[config.mk]
export PLATFORM = sky130hd
export DESIGN_NAME = axi_lite_txn_limiter
export DESIGN_NICKNAME = d
export VERILOG_FILES = /design/src/rtl/axi_lite_txn_limiter_pkg.sv /design/src/rtl/axi_lite_txn_cnt.sv /design/src/rtl/axi_lite_txn_limiter.sv
export SDC_FILE = /design/constraint.sdc
export NUM_CORES = 1
export LEC_CHECK = 0
export CORE_AREA = 2 2 118 120
export CTS_CLUSTER_SIZE = 8
export DETAILED_ROUTE_END_ITERATION = 10
export DIE_AREA = 0 0 120 122
export PLACE_DENSITY = 0.67
export SLEW_MARGIN = 25
export SYNTH_ARGS = -nofsm -noshare
export SYNTH_HDL_FRONTEND = slang
export SYNTH_HIERARCHICAL = 1
export SYNTH_SLANG_ARGS = --single-unit
[constraint.sdc]
create_clock -name clk_i -period 2.3 [get_ports clk_i]
set_input_delay 0.46 -clock clk_i [delete_from_list [all_inputs] [get_ports clk_i]]
set_output_delay 0.46 -clock clk_i [all_outputs]
set_load 0.1 [all_outputs]
[src/rtl/axi_lite_txn_limiter_pkg.sv]
// axi_lite_txn_limiter_pkg: default AXI4-Lite channel/request/response types and counter sizing helper
// Callers may override the limiter's struct parameters with their own axi_pkg-derived types.
package axi_lite_txn_limiter_pkg;

    localparam int unsigned AddrWidth = 32;
    localparam int unsigned DataWidth = 32;
    localparam int unsigned StrbWidth = DataWidth / 8;

    typedef logic [AddrWidth-1:0] addr_t;
    typedef logic [DataWidth-1:0] data_t;
    typedef logic [StrbWidth-1:0] strb_t;

    typedef struct packed {
        addr_t      addr;
        logic [2:0] prot;
    } ax_chan_t;

    typedef struct packed {
        data_t data;
        strb_t strb;
    } w_chan_t;

    typedef struct packed {
        logic [1:0] resp;
    } b_chan_t;

    typedef struct packed {
        data_t      data;
        logic [1:0] resp;
    } r_chan_t;

    typedef struct packed {
        ax_chan_t aw;
        logic     aw_valid;
        w_chan_t  w;
        logic     w_valid;
        logic     b_ready;
        ax_chan_t ar;
        logic     ar_valid;
        logic     r_ready;
    } req_t;

    typedef struct packed {
        logic    aw_ready;
        logic    w_ready;
        b_chan_t b;
        logic    b_valid;
        logic    ar_ready;
        r_chan_t r;
        logic    r_valid;
    } rsp_t;

    function automatic int unsigned cnt_width(int unsigned max);
        return $clog2(max + 1);
    endfunction

endpackage

[src/rtl/axi_lite_txn_cnt.sv]
// axi_lite_txn_cnt: saturating outstanding-transaction counter that opens a channel gate below Max
// The gate depends only on the registered count, so ready never reaches valid combinationally.
module axi_lite_txn_cnt
    import axi_lite_txn_limiter_pkg::*;
#(
    parameter int unsigned Max = 4
) (
    input  logic clk_i,
    input  logic rst_i,
    input  logic inc_i,
    input  logic dec_i,
    output logic open_o,
    output logic busy_o
);

    localparam int unsigned CntWidth = cnt_width(Max);
    localparam logic [CntWidth-1:0] MaxCnt = CntWidth'(Max);

    logic [CntWidth-1:0] cnt;
    logic                underflow;

    assign underflow = dec_i & (cnt == '0);
    assign open_o    = cnt < MaxCnt;
    assign busy_o    = |cnt;

    // A response with nothing outstanding is ignored so the count holds at zero.
    always_ff @(posedge clk_i) begin
        if (rst_i)
            cnt <= '0;
        else if (inc_i & ~dec_i)
            cnt <= cnt + 1'b1;
        else if (dec_i & ~inc_i & ~underflow)
            cnt <= cnt - 1'b1;
    end

`ifndef SYNTHESIS
    a_underflow: assert property (@(posedge clk_i) disable iff (rst_i) !underflow)
        else $warning("axi_lite_txn_cnt: response handshake with no outstanding transaction");
    a_overflow: assert property (@(posedge clk_i) disable iff (rst_i) cnt <= MaxCnt)
        else $error("axi_lite_txn_cnt: count exceeds limit");
`endif

endmodule

[src/rtl/axi_lite_txn_limiter.sv]
// axi_lite_txn_limiter: caps outstanding AXI4-Lite writes and reads ahead of the AXI4-Lite to AXI4 adapter
module axi_lite_txn_limiter
  import axi_lite_txn_limiter_pkg::*;
#(
  parameter int unsigned MaxWrTxns = 4,
  parameter int unsigned MaxRdTxns = 4,
  parameter type axi_lite_req_t = req_t,
  parameter type axi_lite_rsp_t = rsp_t
) (
  input  logic          clk_i,
  input  logic          rst_i,
  input  axi_lite_req_t slv_req_i,
  output axi_lite_rsp_t slv_resp_o,
  output axi_lite_req_t mst_req_o,
  input  axi_lite_rsp_t mst_resp_i,
  output logic          wr_busy_o,
  output logic          rd_busy_o
);
  if (MaxWrTxns < 1 || MaxRdTxns < 1) begin : g_param_check
    $fatal(1, "axi_lite_txn_limiter: MaxWrTxns and MaxRdTxns must be at least 1");
  end
  logic aw_open, w_open, ar_open;
  logic aw_busy, w_busy;
  logic aw_hs, w_hs, ar_hs, b_hs, r_hs;
  always_comb begin
    mst_req_o           = slv_req_i;
    mst_req_o.aw_valid  = slv_req_i.aw_valid & aw_open;
    mst_req_o.w_valid   = slv_req_i.w_valid & w_open;
    mst_req_o.ar_valid  = slv_req_i.ar_valid & ar_open;
    slv_resp_o          = mst_resp_i;
    slv_resp_o.aw_ready = mst_resp_i.aw_ready & aw_open;
    slv_resp_o.w_ready  = mst_resp_i.w_ready & w_open;
    slv_resp_o.ar_ready = mst_resp_i.ar_ready & ar_open;
  end
  assign aw_hs = mst_req_o.aw_valid & mst_resp_i.aw_ready;
  assign w_hs  = mst_req_o.w_valid & mst_resp_i.w_ready;
  assign ar_hs = mst_req_o.ar_valid & mst_resp_i.ar_ready;
  assign b_hs  = mst_resp_i.b_valid & slv_req_i.b_ready;
  assign r_hs  = mst_resp_i.r_valid & slv_req_i.r_ready;
  axi_lite_txn_cnt #(.Max(MaxWrTxns)) u_aw (
    .clk_i  (clk_i),
    .rst_i  (rst_i),
    .inc_i  (aw_hs),
    .dec_i  (b_hs),
    .open_o (aw_open),
    .busy_o (aw_busy)
  );
  axi_lite_txn_cnt #(.Max(MaxWrTxns)) u_w (
    .clk_i  (clk_i),
    .rst_i  (rst_i),
    .inc_i  (w_hs),
    .dec_i  (b_hs),
    .open_o (w_open),
    .busy_o (w_busy)
  );
  axi_lite_txn_cnt #(.Max(MaxRdTxns)) u_ar (
    .clk_i  (clk_i),
    .rst_i  (rst_i),
    .inc_i  (ar_hs),
    .dec_i  (r_hs),
    .open_o (ar_open),
    .busy_o (rd_busy_o)
  );
  assign wr_busy_o = aw_busy | w_busy;
endmodule

==> impl_metrics.py <==
metrics = {
    "worst_setup_path": {
        "critPathLaunch": "slv_req_i[37]",
        "worstReg2RegStart": "u_aw/cnt[2]$_SDFFE_PP0P_",
        "crit_required_ns": 2.39,
        "critPathCaptureType": "register",
        "crit_top_cell": "nand2b_1",
        "crit_family": "simple AND/OR/NAND/NOR gates",
        "critical_path_buf_inv_count": 1,
        "crit_slowest_cell": "clkdlybuf4s50_1",
        "crit_type": "in -> reg",
        "path_max_fanout": 4,
        "arrival_ns": 2.16,
        "start_kind": "input port",
        "crit_chain": "clkdlybuf4s50_1, and2_1, nand2b_1, fa_1, nand2b_1, o221ai_1, a31oi_1",
        "max_stage_delay_ns": 0.46,
    },
    "yosys": {
        "netlist_instances": 221,
        "synth_top_cell_by_area": "buf_4",
        "synth_area_per_cell_um2": 8.15,
        "synthTopCellsByArea": "buf_4 61%, dfxtp_1 10%, fa_1 3.3%, a21boi_4 3.1%, and2_1 2.8%",
        "synth-xor-area-share": 0,
        "synth_adder_area_share": 0.0333,
        "yosysWarnings": 6,
        "netlist.area_leader.share": 0.608,
        "synth_cell_type_count": 20,
        "yosys.area_share.simple": 0.135,
        "synth_compound_area_frac": 0.0854,
        "syn_area_mm2": 0.00180,
        "syn-num-nets": 378,
        "synth_top_family_by_area": "buffers and inverters",
        "synth_mux_area_frac": 0.0187,
        "seq_area_frac_synth": 0.100,
        "synth-seq-cells": 9,
    },
    "floorplan": {
        "floorplan.die_area_mm2": 0.0146,
        "start_util": 0.133,
        "num_rows": 43,
        "die_h_um": 122,
        "die_w_um": 120,
        "pin_count": 308,
        "core_area_mm2": 0.0135,
    },
    "layout": {
        "multi_input_area_um2": 492,
        "final_area_mm2": 0.00141,
        "finalNetCount": 268,
        "layout_common_cells": "11 x clkdlybuf4s50_1, 11 x buf_12, 9 x buf_4, 9 x inv_1, 9 x dfxtp_1",
        "area_delta_synth_final_pct": -21.8,
        "fill_cells": 1529,
        "drive_gt1_frac": 0.300,
        "antenna_cells": 0,
        "register_area_um2": 180,
    },
    "route": {
        "via_per_inst": 3.16,
        "drt_pre_antenna_iters": 4,
        "dr_total_vias": 916,
        "drt-initial-drc-count": 26,
        "drcViolationCount": 0,
        "ant_nets": 0,
        "routed_wl_mm": 4.40,
        "wire_per_inst_um": 15.2,
    },
    "clocking": {
        "cts.clk_slew.worst_paths_ns": 0.04,
        "cts_root_buf": "clkbuf_16",
        "cts_tree": "yes",
        "h-tree-depth": 1,
        "numCtsBuffers": 3,
        "cts_max_path_buffers": 2,
        "cts_setup_buffers": 0,
        "clk_latency_ns": 0.23,
        "postCtsHoldBufs": 0,
        "cts_sinks": 9,
        "cts_resized": 0,
    },
    "timing": {
        "worst_slack_ns": 0.232,
        "fmax_ghz": 0.484,
        "finalSetupViolCount": 0,
        "fin_crit_ns": 2.07,
        "slew_violations": 0,
        "slew_headroom": 0.620,
        "finalHoldViolCount": 0,
        "post-route-period-util": 0.899,
        "tightestPinTransition_ns": 0.568,
        "rsz0062_at_grt": "false",
        "skew_ns": 0.000450,
    },
    "status": {
        "outcome": "completed",
    },
    "pwr": {
        "peakVddDrop_v": 0.000426,
        "leakage_nw": 0.510,
        "powerDensity_mw_per_mm2": 715,
    },
    "place": {
        "numPortBuffers": 23,
        "place_ws_ns": -0.0158,
        "dp_hpwl_mm": 3.76,
        "placed_area_mm2": 0.00133,
        "gp_congestion": 0.692,
    },
    "global_routing": {
        "grt_pass1_wl_mm": 5.82,
        "grt_max_degree": 16,
        "grt_busiest_layer": "met2",
        "gr-total-overflow": 0,
        "grtUsageMet3": 0.0421,
        "grt_pass1_vias": 962,
        "grt_usage": 0.0563,
        "antenna_found_initial": 0,
        "grtUsageMet2": 0.0938,
        "met1_usage": 0.0287,
    },
    "min_path": {
        "hold_path_class": "reg -> reg",
        "min_from": "u_w/cnt[2]$_SDFFE_PP0P_",
    },
    "run": {
        "drv_cap": 0,
    },
}
## cell families (layout without fill, tap and decap cells)
logic type,after synthesis,after routing
buffers and inverters,155,44
AND/OR/NAND/NOR,36,36
AO/OA/AOI/OAI,15,15
flip-flops,9,9
adder cells (fa/ha/maj),3,3
multiplexers,3,3
## registers in the layout (all words and copies together) (netlist names)
| name | flops |
|---|---|
| u_w/cnt | 3 |
| u_ar/cnt | 3 |
| u_aw/cnt | 3 |
## power by group
| group | internal (mW) | switching (mW) |
|---|---|---|
| clock | 0.230 | 0.0836 |
| sequential | 0.176 | 0.0252 |
| combinational | 0.192 | 0.300 |
| total | 0.599 | 0.409 |
## metrics by stage
stage	instances	total power, mW	hold slack, ns	utilization	TNS (ns)
4_1_cts	290	1.02	0.545	0.104	0
6_report	290	1.01	0.544	0.104	0
3_5_place_dp	286	0.700	0.539	0.0984	-0.0158
2_1_floorplan	221	1.70	0.488	-	0
3_3_place_gp	286	0.690	0.514	0.0984	-0.00317
5_1_grt	290	1.06	0.583	0.104	0
## metal layers
| metal | part of all wire | up-vias | routed length (um) |
|---|---|---|---|
| met5 | 0 | - | 0 |
| met4 | 0.16 | 0 | 684 |
| met3 | 0.19 | 78 | 834 |
| met2 | 0.47 | 135 | 2060 |
| met1 | 0.19 | 365 | 823 |
| li1 | - | 338 | - |
## cell usage after synthesis, drive strengths merged
cell and count:
o221ai 3, o32ai 3, mux2 3, nor2b 6, buf 146, or3 6, fa 3, nand3b 3
dfxtp 9, and2 8, or2 1, nor2 3, a21boi 3, o2111ai 3, and3 3, nand2b 6
inv 9, a31oi 3
## cell type report
type,count,share of cell area
Clock buffer,3,0.0533
Clock inverter,1,0.00355
Inverter,9,0.0240
Multi-Input combinational cell,57,0.349
Sequential cell,9,0.128
Tap cell,180,0.160
Timing Repair Buffer,31,0.282
## final timing paths
kind / endpoint / slack (ns) / depth (start not counted)
max reg2reg: u_aw/cnt[2]$_SDFFE_PP0P_ / 0.55 / 7
min: u_w/cnt[2]$_SDFFE_PP0P_ / 0.54 / 2
min reg2reg: u_w/cnt[2]$_SDFFE_PP0P_ / 0.54 / 2
max: u_aw/cnt[2]$_SDFFE_PP0P_ / 0.23 / 7
## worst reg2reg max path, delay by kind of cell (launching register included)
kind	cells	cell delay [ns]
adder cells (fa/ha/maj)	1	0.39
buffers and inverters	1	0.10
AO/OA/AOI/OAI	2	0.27
AND/OR/NAND/NOR	3	0.52
flip-flops	1	0.33
Power figures use the tool's default switching activity.
